<file path="src/rtl/uart_byte_fifo.sv">
// Byte FIFO between uart_rx and uart_tx: buffers receive strobes and launches
// bytes one at a time into the transmitter using its busy/done handshake.
module uart_byte_fifo #(
    parameter int DEPTH        = 16,
    parameter int TIMEOUT_CLKS = 9548
) (
    input  logic                     clk_50M,
    input  logic                     rst,
    input  logic [7:0]               i_rx_byte,
    input  logic                     i_rx_avail,
    input  logic                     i_tx_busy,
    input  logic                     i_tx_done,
    output logic [7:0]               o_tx_byte,
    output logic                     o_tx_avail,
    output logic [$clog2(DEPTH):0]   o_count,
    output logic                     o_empty,
    output logic                     o_full,
    output logic                     o_overflow,
    output logic                     o_tx_timeout,
    output logic                     dbg_state
);

    localparam int AW = $clog2(DEPTH);
    localparam int CW = AW + 1;
    localparam int TW = $clog2(TIMEOUT_CLKS + 1);

    typedef enum logic {
        IDLE      = 1'b0,
        WAIT_DONE = 1'b1
    } state_t;

    state_t         state, state_nxt;
    logic [7:0]     mem [DEPTH];
    logic [AW-1:0]  wr_ptr, rd_ptr;
    logic [CW-1:0]  count_nxt;
    logic [7:0]     tx_byte_q;
    logic [TW-1:0]  timer, timer_nxt;
    logic           launch, timeout_set, push_ok, push_drop;

    // Handshake: i_rx_avail is a fire-and-forget strobe (no ready; a push into a
    // full FIFO is dropped and flagged). A launch is o_tx_avail for one cycle,
    // only when uart_tx is not busy; the frame is closed by i_tx_done or timeout.
    always_comb begin
        state_nxt   = state;
        timer_nxt   = timer;
        launch      = 1'b0;
        timeout_set = 1'b0;
        case (state)
            IDLE: begin
                if (!o_empty && !i_tx_busy) begin
                    launch    = 1'b1;
                    timer_nxt = '0;
                    state_nxt = WAIT_DONE;
                end
            end
            WAIT_DONE: begin
                if (i_tx_done) begin
                    state_nxt = IDLE;
                end else if (timer == TW'(TIMEOUT_CLKS - 1)) begin
                    timeout_set = 1'b1;
                    state_nxt   = IDLE;
                end else begin
                    timer_nxt = timer + TW'(1);
                end
            end
            default: state_nxt = IDLE;
        endcase
    end

    // A launch in the same cycle frees a slot, so a push into a full FIFO is legal then.
    assign push_ok   = i_rx_avail && (!o_full || launch);
    assign push_drop = i_rx_avail && o_full && !launch;

    always_comb begin
        count_nxt = o_count;
        case ({push_ok, launch})
            2'b10:   count_nxt = o_count + CW'(1);
            2'b01:   count_nxt = o_count - CW'(1);
            default: count_nxt = o_count;
        endcase
    end

    always_ff @(posedge clk_50M) begin
        if (rst) begin
            state        <= IDLE;
            timer        <= '0;
            wr_ptr       <= '0;
            rd_ptr       <= '0;
            o_count      <= '0;
            o_empty      <= 1'b1;
            o_full       <= 1'b0;
            tx_byte_q    <= 8'h00;
            o_overflow   <= 1'b0;
            o_tx_timeout <= 1'b0;
        end else begin
            state   <= state_nxt;
            timer   <= timer_nxt;
            o_count <= count_nxt;
            o_empty <= (count_nxt == '0);
            o_full  <= (count_nxt == CW'(DEPTH));
            if (push_ok) wr_ptr <= wr_ptr + AW'(1);
            if (launch) begin
                rd_ptr    <= rd_ptr + AW'(1);
                tx_byte_q <= mem[rd_ptr];
            end
            if (push_drop)   o_overflow   <= 1'b1;
            if (timeout_set) o_tx_timeout <= 1'b1;
        end
    end

    // Storage carries no reset; the pointers define what is valid.
    always_ff @(posedge clk_50M) begin
        if (push_ok) mem[wr_ptr] <= i_rx_byte;
    end

    // The launched byte appears in the launch cycle itself and is then held.
    assign o_tx_byte  = launch ? mem[rd_ptr] : tx_byte_q;
    assign o_tx_avail = launch;
    assign dbg_state  = state;

endmodule
</file>
<file path="config.mk">
export PLATFORM = sky130hd
export DESIGN_NAME = uart_byte_fifo
export DESIGN_NICKNAME = d
export VERILOG_FILES = /design/src/rtl/uart_byte_fifo.sv
export SDC_FILE = /design/constraint.sdc
export NUM_CORES = 1
export LEC_CHECK = 0
export ABC_CLOCK_PERIOD_IN_PS = 11280
export BUFFER_PORTS_ARGS = -buffer_cell sky130_fd_sc_hd__buf_2
export CAP_MARGIN = 20
export CORE_MARGIN = 5
export CORE_UTILIZATION = 35
export DETAILED_ROUTE_END_ITERATION = 16
export PLACE_DENSITY = 0.56
export SLEW_MARGIN = 5
export SYNTH_ARGS = -nofsm -noshare
export SYNTH_HDL_FRONTEND = slang
export SYNTH_SLANG_ARGS = --single-unit
</file>
<file path="constraint.sdc">
create_clock -name clk_50M -period 11.28 [get_ports clk_50M]
set_input_delay 3.384 -clock clk_50M [delete_from_list [all_inputs] [get_ports clk_50M]]
set_output_delay 3.384 -clock clk_50M [all_outputs]
set_load 0.01 [all_outputs]
</file>
==> results of run 1 <==
==> how the worst max path moves through the flow <==
stage | from | end | slack, ns | depth (start not counted)
global placement | i_tx_busy | o_tx_byte[5] | 2.71 | 6
finish | i_tx_busy | o_tx_byte[1] | 2.64 | 6
global route | i_tx_busy | o_tx_byte[5] | 2.48 | 6
detailed placement | i_tx_busy | o_tx_byte[1] | 2.63 | 6
floorplan | i_tx_busy | o_tx_byte[0] | 3.51 | 5
CTS | i_tx_busy | o_tx_byte[1] | 2.63 | 6
==> synth_stat cells, types with 2 or more instances <==
master	instances
nand4_1	6
and2_1	3
inv_1	6
nor3_1	9
mux2i_1	41
nor2b_1	4
mux4_2	16
nand2_1	25
buf_4	4
a22oi_1	17
ha_1	9
buf_2	6
buf_6	2
or3_1	8
nor2_1	48
and4_1	3
nand3_1	15
nor3b_1	2
o21ai_0	2
edfxtp_1	128
nand2b_1	4
o21ai_1	8
a21oi_1	31
clkbuf_1	11
xnor2_1	6
xor2_1	10
dfxtp_1	44
==> state kept, by name, indices dropped and copies added, names as in the netlist, 4 cells and up, named ones only <==
name / flops
mem: 128
o_count: 5
rd_ptr: 4
timer: 14
tx_byte_q: 8
wr_ptr: 4
==> per-layer routing <==
metal | part of all wire (%) | vias up | track usage (%)
li1 | - | 1907 | -
met1 | 46 | 1918 | 17.51
met2 | 47 | 92 | 20.63
met3 | 6.3 | 18 | 4.075
met4 | 0.86 | 8 | 4.313
met5 | 0.28 | - | 0
==> stage by stage <==
step	worst slack [ns]	total power [mW]	cell area, um^2
floorplan	3.505	0.8983	7014
global placement	2.714	0.9604	7423
detailed placement	2.632	0.9656	7423
CTS	2.625	1.543	8016
global route	2.478	1.595	8016
finish	2.638	1.527	8016
==> where the power goes <==
part           internal, mW  switching, mW  leakage, nW
sequential            0.706         0.0187         1.51
combinational        0.0884          0.136        0.845
clock                 0.331          0.247        0.278
==> placed cells by master, fill, tap and decap left out, types with 6 or more instances in the layout <==
master / count
xnor2_1: 6
mux4_2: 16
buf_4: 6
xor2_1: 10
buf_2: 31
nand4_1: 6
or3_1: 8
nand3_1: 15
nand2_1: 25
o21ai_1: 8
dfxtp_1: 43
nor2_1: 48
a22oi_1: 17
ha_1: 9
nor3_1: 9
inv_1: 6
edfxtp_1: 128
a21oi_1: 31
mux2i_1: 41
clkbuf_16: 17
==> cell families (layout without fill, tap and decap cells) <==
group | Yosys count | count (layout) | share of synthesized area, %
muxes | 57 | 57 | 10.99
buffers and inverters | 30 | 76 | 2.319
xor gates and xnor gates | 16 | 16 | 1.998
and+or+nand+nor | 137 | 137 | 9.722
adders and majority gates | 9 | 9 | 1.605
DFF | 172 | 172 | 67.36
AOI/OAI and AO/OA | 66 | 66 | 6.012
==> cell type report <==
| class | instances | area [um^2] |
|---|---|---|
| flip-flops and latches | 172 | 4726 |
| clock inverters | 13 | 160.2 |
| inverters | 7 | 38.79 |
| well taps | 265 | 331.6 |
| clock buffers | 19 | 432.9 |
| repair buffers | 37 | 200.2 |
| fillers | 1834 | 11570 |
| multi-input cells | 285 | 2127 |
==> tightest hold or removal path: cells and delay by family (launching register included) <==
family / cells / cell delay, ns
DFF: 1 / 0.33
and+or+nand+nor: 1 / 0.08
AOI/OAI and AO/OA: 1 / 0.05
==> metrics.md, run 1 <==
| Metric | Value |
|---|---|
| IO Port Bufs | `31` |
| Post-Route WL | `14140 um` |
| Number of synthesized register bits | `172` |
| CP max stage delay | `0.65 ns` |
| Final setup violating endpoints | `0` |
| Syn_nets | `509` |
| Clk_lat worst skew | `0.42 ns` |
| Initial DRC count | `159` |
| Max frequency | `115.7 MHz` |
| Register area share after synthesis | `67.36%` |
| CTS tree | `done` |
| Max_slew headroom | `37.81%` |
| Core Footprint | `0.01959 mm^2` |
| CP Max Fanout | `15` |
| WL/cell | `17.72 um` |
| Die Wd | `151.6 um` |
| Initial Util | `35.81%` |
| R2R Setup Slk | `7.75 ns` |
| Final Non-Filler Cells | `798` |
| Min Hold Slack | `0.4878 ns` |
| Period utilisation layout | `76.61%` |
| RSZ-0062 raised after global routing | `false` |
| Worst-path cell chain | `buf_2 -> or3_1 -> nor2_1 -> nand3_1 -> nand2_1 -> buf_2` |
| H-Tree Depth | `4` |
| Die ar. | `0.02297 mm^2` |
| Buf/Inv on CP | `2` |
| Post-synth top flop | `edfxtp_1` |
| Pwr/cell area | `190.5 mW/mm^2` |
| First-pass GRT wire length | `22500 um` |
| CP required | `7.90 ns` |
| I/O pins | `32` |
| RD Place Congestion | `0.8055` |
| Final nets | `542` |
| HP Start | `o_tx_timeout$_SDFFE_PP0P_` |
| Worst Tran Pin Value | `0.9294 ns` |
| Antenna cells | `0` |
| CP arrival | `5.26 ns` |
| Final HPWL DP | `9396 um` |
| Synth cell types | `46` |
| Tmin final | `8.642 ns` |
| Share of layout cells above drive strength 1 | `17.07%` |
| Hold depth | `2` |
| Hold crit path type | `flip-flop to flip-flop` |
| Post-Syn Area | `0.007014 mm^2` |
| Inst Count DP | `766` |
| Clock sink count | `172` |
| CTS buffer count | `17` |
| Grt ovf | `0` |
| Ys async rst share | `0%` |
| YS warnings | `0` |
| Type of origin of the critical path | `input pin` |
| Max-slew violations | `0` |
| CP dominant cell by count | `buf_2` |
| Pin count of the biggest net entering global routing | `49` |
| Vias after detailed routing | `3943` |
| Crit end category | `output pin` |
| DR vias/cell | `4.941` |
| Pleak | `2.636 nW` |
| Clock Pin Slew Worst Setup and Hold Paths | `0.06 ns` |
| First-pass detailed-route iteration total | `4` |
| RR Startpoint | `dbg_state$_SDFF_PP0_` |
| Final ANT Viol Nets | `0` |
| Largest area contributor in the netlist | `edfxtp_1` |
| Synthesized instance count | `487` |
| Hold Vio Cnt, Final | `0` |
| R2R depth | `11` |
| Drt drc | `0` |
| Status | `completed` |
| GRT Total Usage | `13.16%` |
| Final Util | `40.92%` |
| Max Clock Skew | `0.006757 ns` |
| EDFF count, synth | `128` |
| Resized cells post-CTS | `0` |
| Reg2Reg Capture Point | `o_full$_SDFF_PP0_` |
| Synth top area share | `54.80%` |
| Synthesized area per cell | `14.40 um^2` |
| Maxcap violations | `0` |
| Initial antenna violation count | `4` |
| Slowest library cell on the worst path | `or3_1` |
| VDD IR-drop max | `96.78 uV` |
| Area Overhead vs Synth | `14.29%` |
| Via count of the first global-routing pass | `4065` |
| Post-CTS Setup Repair Bufs | `0` |
| Most area-consuming cells after synthesis | `edfxtp_1, dfxtp_1, mux2i_1` |
| Setup tns final | `0 ns` |
| Worst Hold End | `o_tx_timeout$_SDFFE_PP0P_` |
| Row count | `51` |
| Crit Path Category | `input pin to output pin` |
| CTS root buffer | `clkbuf_16` |
| Cts hold-fix bufs | `0` |
| Vert. Die Dim | `151.6 um` |
| Clk buf depth | `2` |
| Family with the most delay on the worst path | `simple AND/OR/NAND/NOR gates` |
(Power assumes the default switching activity.)
==> run 2: changes to the inputs <==
--- a/config.mk
+++ b/config.mk
@@ -5,7 +5,8 @@
 export SDC_FILE = /design/constraint.sdc
 export NUM_CORES = 1
 export LEC_CHECK = 0
-export ABC_CLOCK_PERIOD_IN_PS = 11280
+export ABC_AREA = 1
+export ABC_CLOCK_PERIOD_IN_PS = 8500
 export BUFFER_PORTS_ARGS = -buffer_cell sky130_fd_sc_hd__buf_2
 export CAP_MARGIN = 20
 export CORE_MARGIN = 5
==> constraint.sdc (replaced) <==
create_clock -name clk_50M -period 8.5 [get_ports clk_50M]
set_input_delay 2.55 -clock clk_50M [delete_from_list [all_inputs] [get_ports clk_50M]]
set_output_delay 2.55 -clock clk_50M [all_outputs]
set_load 0.01 [all_outputs]
==> run 2 against run 1 <==
Compared with the run above: highest routed layer is now met4; sequential share of layout area is 2.6 points lower; area after synthesis increased by 6.2%; sequential power rose by 30%; worst setup slack lost 0.57 ns; critical path type unchanged; combinational power grew 39%; critical path depth rose by 1; non-clock buffer count fell by 1; die area grew 5.7%.
==> metrics.md, run 2 <==
| Metric | Value |
|---|---|
| Post-CTS Setup Repair Bufs | `0 (unchanged)` |
| Max-slew violations | `0 (unchanged)` |
| Grt ovf | `0 (unchanged)` |
| Largest area contributor in the netlist | `edfxtp_1 (unchanged)` |
| First-pass GRT wire length | `26850 um (was 22500 um)` |
| Commonest non-fill, non-tap cell in the layout | `nand2_1 (was edfxtp_1)` |
| Synth cell count leaders | `nand2_1, edfxtp_1, nand3_1, nor2_1, dfxtp_1 (was edfxtp_1, nor2_1, dfxtp_1, mux2i_1, a21oi_1)` |
| Number of synthesized register bits | `172 (unchanged)` |
| Crit path capture | `o_tx_byte[4] (was o_tx_byte[1])` |
| Initial DRC count | `275 (was 159)` |
| RR Startpoint | `dbg_state$_SDFF_PP0_ (unchanged)` |
| RSZ-0062 raised after global routing | `false (unchanged)` |
| RD Place Congestion | `0.8188 (was 0.8055)` |
| Drt drc | `0 (unchanged)` |
| Crit end category | `output pin (unchanged)` |
| Via count of the first global-routing pass | `4913 (was 4065)` |
| Crit path launch | `i_tx_busy (unchanged)` |
| Synth top area share | `51.62% (was 54.80%)` |
| CTS buffer count | `17 (unchanged)` |
| Clock sink count | `172 (unchanged)` |
| Worst-path cell chain | `buf_2 -> nor2_1 -> nand2_2 -> inv_1 -> nand2_1 -> nand2_1 -> buf_2 (was buf_2 -> or3_1 -> nor2_1 -> nand3_1 -> nand2_1 -> buf_2)` |
| Resized cells post-CTS | `0 (unchanged)` |
| Pwr/cell area | `242.6 mW/mm^2 (was 190.5 mW/mm^2)` |
| Post-Syn Area | `0.007446 mm^2 (was 0.007014 mm^2)` |
| Clk buf depth | `2 (unchanged)` |
| CTS tree | `done (unchanged)` |
| WL/cell | `15.68 um (was 17.72 um)` |
| Initial Util | `35.53% (was 35.81%)` |
| YS warnings | `0 (unchanged)` |
| Most flops, register | `mem (unchanged)` |
| Comb pwr share | `15.3% (was 14.7%)` |
| Setup WS pre-CTS | `2.033 ns (was 2.632 ns)` |
| Top Registers | `mem: 128 flops, timer: 14 flops, tx_byte_q: 8 flops (unchanged)` |
| R2R depth | `17 (was 11)` |
| Net Switching | `0.6172 mW (was 0.4014 mW)` |
| Vias after detailed routing | `5162 (was 3943)` |
| Cts hold-fix bufs | `0 (unchanged)` |
| Final Non-Filler Cells | `1081 (was 798)` |
| Synthesized area per cell | `9.670 um^2 (was 14.40 um^2)` |
| Max frequency | `155.4 MHz` |
| R2R Setup Slk | `5.39 ns (was 7.75 ns)` |
| Initial antenna violation count | `0 (was 4)` |
| Period utilisation layout | `75.68%` |
| Worst setup margin | `2.067 ns (was 2.638 ns)` |
| Flop pwr share | `46.3% (was 47.5%)` |
| Clk pwr share | `38.5% (was 37.9%)` |
| DR vias/cell | `4.775 (was 4.941)` |
| Clk_lat worst skew | `0.43 ns (was 0.42 ns)` |
| Synthesized instance count | `770 (was 487)` |
| CP max stage delay | `0.48 ns (was 0.65 ns)` |
| Ys async rst share | `0% (unchanged)` |
| Setup tns final | `0 ns (unchanged)` |
| CP Max Fanout | `17 (was 15)` |
| Worst Tran Pin Value | `0.8285 ns (was 0.9294 ns)` |
| Final ANT Viol Nets | `0 (unchanged)` |
| Syn_nets | `792 (was 509)` |
| Type of origin of the critical path | `input pin (unchanged)` |
| Status | `completed (unchanged)` |
| CTS root buffer | `clkbuf_16 (unchanged)` |
| Die ar. | `0.02429 mm^2 (was 0.02297 mm^2)` |
| IO Port Bufs | `31 (unchanged)` |
| Family with the most delay on the worst path | `buffers and inverters (was simple AND/OR/NAND/NOR gates)` |
| Final nets | `815 (was 542)` |
| Hold crit path type | `flip-flop to flip-flop (unchanged)` |
| Reg2Reg Capture Point | `o_empty$_SDFF_PP1_ (was o_full$_SDFF_PP0_)` |
| Max_slew headroom | `44.56% (was 37.81%)` |
| Buf/Inv on CP | `3 (was 2)` |
| Int Pwr | `1.417 mW (was 1.126 mW)` |
| Largest register FFs | `128 (unchanged)` |
| VDD IR-drop max | `137.4 uV (was 96.78 uV)` |
| Tmin final | `6.433 ns` |
| Count leader, synth | `nand2_1 (was edfxtp_1)` |
| Post-Route WL | `16950 um (was 14140 um)` |
| Synth cell types | `27 (was 46)` |
| Maxcap violations | `0 (unchanged)` |
| Die Wd | `155.9 um (was 151.6 um)` |
| EDFF count, synth | `128 (unchanged)` |
| Hold Vio Cnt, Final | `0 (unchanged)` |
| CP arrival | `3.88 ns (was 5.26 ns)` |
| GRT Total Usage | `14.47% (was 13.16%)` |
| Pin count of the biggest net entering global routing | `66 (was 49)` |
| Vert. Die Dim | `155.9 um (was 151.6 um)` |
| Row count | `53 (was 51)` |
| Inst Count DP | `1049 (was 766)` |
| Share of layout cells above drive strength 1 | `10.42% (was 17.07%)` |
| Antenna cells | `0 (unchanged)` |
| Slowest library cell on the worst path | `inv_1 (was or3_1)` |
| I/O pins | `32 (unchanged)` |
| CP required | `5.95 ns (was 7.90 ns)` |
| Switching Fraction | `30.33% (was 26.29%)` |
| Register area share after synthesis | `63.45% (was 67.36%)` |
| Crit Path Category | `input pin to output pin (unchanged)` |
| Most frequent cells in the layout | `nand2_1, edfxtp_1, nand3_1 (was edfxtp_1, nor2_1, dfxtp_1)` |
| Max Clock Skew | `0.01586 ns (was 0.006757 ns)` |
| First-pass detailed-route iteration total | `4 (unchanged)` |
| Final setup violating endpoints | `0 (unchanged)` |
| Number of cells on the critical path | `7 (was 6)` |
| Clock Pin Slew Worst Setup and Hold Paths | `0.07 ns (was 0.06 ns)` |
| Area Overhead vs Synth | `12.64% (was 14.29%)` |
| Pleak | `3.147 nW (was 2.636 nW)` |
| Core Footprint | `0.02096 mm^2 (was 0.01959 mm^2)` |
| Post-synth top flop | `edfxtp_1 (unchanged)` |
| Most area-consuming cells after synthesis | `edfxtp_1, nand2_1, dfxtp_1 (was edfxtp_1, dfxtp_1, mux2i_1)` |
| HP Start | `rd_ptr[3]$_SDFFE_PP0P_ (was o_tx_timeout$_SDFFE_PP0P_)` |
| H-Tree Depth | `4 (unchanged)` |
| Final HPWL DP | `10570 um (was 9396 um)` |
run 2: per-stage QoR:
step | instance area [um^2] | total power [mW] | util, % | hold slack [ns]
2_1_floorplan | 7446 | 1.187 | - | 0.4351
3_3_place_gp | 7777 | 1.277 | 37.11 | 0.4596
3_5_place_dp | 7777 | 1.277 | 37.11 | 0.4579
4_1_cts | 8387 | 2.053 | 40.02 | 0.4735
5_1_grt | 8387 | 2.130 | 40.02 | 0.4971
6_report | 8387 | 2.035 | 40.02 | 0.4672
run 2: power by group through the flow:
stage	clock, mW	sequential [mW]	combinational, mW
floorplan	0	0.962	0.225
global placement	0	0.961	0.316
global route	0.831	0.945	0.355
finish	0.783	0.941	0.311
detailed placement	0	0.961	0.316
CTS	0.794	0.941	0.317
run 2: cell families after synthesis:
group / after synthesis / share of synthesized area [%]
AND/OR/NAND/NOR: 468 / 26.45
flip-flops: 172 / 63.45
buffers and inverters: 75 / 4.957
AO/OA/AOI/OAI: 43 / 3.277
adder cells (fa/ha/maj): 9 / 1.512
XOR/XNOR: 3 / 0.3529
run 2: cell type report:
type                            instances  area (um^2)
Sequential cell                       172         4726
Multi-Input combinational cell        523         2352
Tap cell                              275        344.1
Inverter                               43        162.7
Fill cell                            2111        12570
Clock buffer                           17        425.4
Clock inverter                         15        183.9
Timing Repair Buffer                   36        192.7
run 2: per-layer routing:
| metal | vias up | global-route usage, % | routed length, um |
|---|---|---|---|
| li1 | 2643 | - | - |
| met5 | - | 0 | 0 |
| met2 | 78 | 23.03 | 8094 |
| met4 | 0 | 5.127 | 315 |
| met1 | 2417 | 19.94 | 7930 |
| met3 | 24 | 2.607 | 606 |
run 2: worst min-delay path by stage:
stage	endpoint	slack (ns)	depth (start not counted)
2_1_floorplan	flip-flop	0.44	1
6_report	flip-flop	0.47	2
5_1_grt	tx_byte_q[5]$_SDFF_PP0_	0.50	2
4_1_cts	flip-flop	0.47	2
3_3_place_gp	rd_ptr[3]$_SDFFE_PP0P_	0.46	2
3_5_place_dp	o_tx_timeout$_SDFFE_PP0P_	0.46	1
run 2: worst min-delay path, stage by stage, from the launching register on:
cell and delay [ns]:
dfxtp_1 0.30, inv_1 0.06, a21oi_1 0.07
==> run 3: changes to the inputs <==
--- a/config.mk
+++ b/config.mk
@@ -6,13 +6,13 @@
 export NUM_CORES = 1
 export LEC_CHECK = 0
 export ABC_AREA = 1
-export ABC_CLOCK_PERIOD_IN_PS = 8500
+export ABC_CLOCK_PERIOD_IN_PS = 5700
 export BUFFER_PORTS_ARGS = -buffer_cell sky130_fd_sc_hd__buf_2
 export CAP_MARGIN = 20
 export CORE_MARGIN = 5
 export CORE_UTILIZATION = 35
 export DETAILED_ROUTE_END_ITERATION = 16
-export PLACE_DENSITY = 0.56
+export PLACE_DENSITY = 0.58
 export SLEW_MARGIN = 5
 export SYNTH_ARGS = -nofsm -noshare
 export SYNTH_HDL_FRONTEND = slang
==> constraint.sdc (replaced) <==
create_clock -name clk_50M -period 5.7 [get_ports clk_50M]
set_input_delay 1.71 -clock clk_50M [delete_from_list [all_inputs] [get_ports clk_50M]]
set_output_delay 1.71 -clock clk_50M [all_outputs]
set_load 0.01 [all_outputs]
==> run 3 against run 2 <==
Compared with the run above: core utilization is 0.066 points higher; global-route usage about the same; via count grew 0.14%; non-clock buffer count unchanged; routed wire length is 0.45% lower; count of clock-buffer cells in the layout is the same; sequential share of layout area is 0.092 points lower; die area unchanged; power is 52% higher.
==> metrics.md, run 3 (synthesized netlist as in run 2, its figures left out) <==
| Metric | Value |
|---|---|
| Clock Pin Slew Worst Setup and Hold Paths | `0.06 ns (was 0.07 ns)` |
| VDD IR-drop max | `196.1 uV (was 137.4 uV)` |
| Maxcap violations | `0 (unchanged)` |
| Crit end category | `output pin (unchanged)` |
| Post-route cell area | `0.008401 mm^2 (was 0.008387 mm^2)` |
| Final Util | `40.09% (was 40.02%)` |
| Clk pwr share | `39.6% (was 38.5%)` |
| Inst Count DP | `1049 (unchanged)` |
| Max-slew violations | `0 (unchanged)` |
| Pin count of the biggest net entering global routing | `65 (was 66)` |
| Pleak | `3.163 nW (was 3.147 nW)` |
| Tmin final | `4.698 ns` |
| CP required | `3.99 ns (was 5.95 ns)` |
| Row count | `53 (unchanged)` |
| Post-Route WL | `16870 um (was 16950 um)` |
| Area Overhead vs Synth | `12.82% (was 12.64%)` |
| CP arrival | `2.99 ns (was 3.88 ns)` |
| WL/cell | `15.60 um (was 15.68 um)` |
| Die ar. | `0.02429 mm^2 (unchanged)` |
| Vias after detailed routing | `5169 (was 5162)` |
| Vert. Die Dim | `155.9 um (unchanged)` |
| Register area | `0.004726 mm^2 (unchanged)` |
| Drt drc | `0 (unchanged)` |
| CP Max Fanout | `17 (unchanged)` |
| Final ANT Viol Nets | `0 (unchanged)` |
| Top Registers | `mem: 128 flops, timer: 14 flops, tx_byte_q: 8 flops (unchanged)` |
| RR Startpoint | `dbg_state$_SDFF_PP0_ (unchanged)` |
| Net Switching | `0.8772 mW (was 0.6172 mW)` |
| Final nets | `815 (unchanged)` |
| Initial DRC count | `473 (was 275)` |
| Final HPWL DP | `10530 um (was 10570 um)` |
| Clock sink count | `172 (unchanged)` |
| CTS buffer count | `17 (unchanged)` |
| Initial antenna violation count | `0 (unchanged)` |
| Final Non-Filler Cells | `1081 (unchanged)` |
| Initial Util | `35.53% (unchanged)` |
| RD Place Congestion | `0.8013 (was 0.8188)` |
| Comb pwr share | `15.0% (was 15.3%)` |
| Flop pwr share | `45.4% (was 46.3%)` |
| Clk buf depth | `2 (unchanged)` |
| Dpl cell area | `0.007777 mm^2 (unchanged)` |
| Crit path launch | `i_tx_busy (unchanged)` |
| IO Port Bufs | `31 (unchanged)` |
| Most flops, register | `mem (unchanged)` |
| RSZ-0062 raised after global routing | `false (unchanged)` |
| Switching Fraction | `28.27% (was 30.33%)` |
| Max Clock Skew | `0.009843 ns (was 0.01586 ns)` |
| CTS root buffer | `clkbuf_16 (unchanged)` |
| Hold crit path type | `flip-flop to flip-flop (unchanged)` |
| Max frequency | `212.9 MHz` |
| Commonest non-fill, non-tap cell in the layout | `nand2_1 (unchanged)` |
| Hold Vio Cnt, Final | `0 (unchanged)` |
| Int Pwr | `2.225 mW (was 1.417 mW)` |
| First-pass GRT wire length | `26920 um (was 26850 um)` |
| Die Wd | `155.9 um (unchanged)` |
| Cts hold-fix bufs | `0 (unchanged)` |
| DR vias/cell | `4.782 (was 4.775)` |
| Most frequent cells in the layout | `nand2_1, edfxtp_1, nand3_1 (unchanged)` |
| First-pass detailed-route iteration total | `4 (unchanged)` |
| Pwr Total | `3.102 mW (was 2.035 mW)` |
| Clk_lat worst skew | `0.43 ns (about the same)` |
| Largest register FFs | `128 (unchanged)` |
| Crit Path Category | `input pin to output pin (unchanged)` |
| Worst Tran Pin Value | `0.8740 ns (was 0.8285 ns)` |
| Period utilisation layout | `82.42%` |
| Multi-input logic area | `0.002352 mm^2 (unchanged)` |
| Via count of the first global-routing pass | `4929 (was 4913)` |
| CTS tree | `done (unchanged)` |
| Antenna cells | `0 (unchanged)` |
| Setup tns final | `0 ns (unchanged)` |
| R2R Setup Slk | `2.75 ns (was 5.39 ns)` |
| Post-CTS Setup Repair Bufs | `0 (unchanged)` |
| I/O pins | `32 (unchanged)` |
| HP Start | `rd_ptr[3]$_SDFFE_PP0P_ (unchanged)` |
| GRT Total Usage | `14.42% (was 14.47%)` |
| Core Footprint | `0.02096 mm^2 (unchanged)` |
| Share of layout cells above drive strength 1 | `10.42% (unchanged)` |
| Max_slew headroom | `41.65% (was 44.56%)` |
| Status | `completed (unchanged)` |
| H-Tree Depth | `4 (unchanged)` |
| Resized cells post-CTS | `0 (unchanged)` |
| Pwr/cell area | `369.3 mW/mm^2 (was 242.6 mW/mm^2)` |
| Final setup violating endpoints | `0 (unchanged)` |
| Type of origin of the critical path | `input pin (unchanged)` |
| Fillers | `2080 (was 2111)` |
| Grt ovf | `0 (unchanged)` |
-- run 3: metrics by stage --
stage / setup slack [ns] / hold WS (ns)
floorplan: 1.605 / 0.4351
global placement: 1.022 / 0.4546
detailed placement: 1.001 / 0.4649
CTS: 0.9984 / 0.4755
global route: 0.8544 / 0.5016
finish: 1.002 / 0.4743
-- run 3: metal layers --
layer / global-route usage, % / part of all wire [%]
met5: 0 / 0
met4: 4.544 / 1.4
met3: 2.774 / 5.0
met2: 23.63 / 49
met1: 19.42 / 44
-- run 3: power groups by stage --
stage / Sequential (mW) / Clock, mW / Combinational, mW
6_report: 1.41 / 1.23 / 0.464
5_1_grt: 1.41 / 1.30 / 0.532
4_1_cts: 1.41 / 1.24 / 0.474
3_5_place_dp: 1.44 / 0 / 0.473
3_3_place_gp: 1.44 / 0 / 0.471
2_1_floorplan: 1.43 / 0 / 0.336
-- run 3: path summary, 6_finish.rpt --
path,to,cells after the start
max,o_tx_byte[5],7
min,flip-flop,2
max reg2reg,o_empty$_SDFF_PP1_,13
min reg2reg,flip-flop,2
-- run 3: layout make-up --
| class | count | area share, % |
|---|---|---|
| multi-input combinational | 523 | 28.00 |
| clock inverter | 15 | 2.353 |
| timing repair buffer | 36 | 2.294 |
| clock buffer | 17 | 5.064 |
| sequential | 172 | 56.26 |
| tap | 275 | 4.096 |
| inverter | 43 | 1.936 |
-- run 3: critical path, cell delays in order --
cell and delay (ns):
buf_2 0.09, nor2_1 0.11, nand2_2 0.23, inv_1 0.44, nand2_1 0.14, nand2_1 0.12
buf_2 0.14
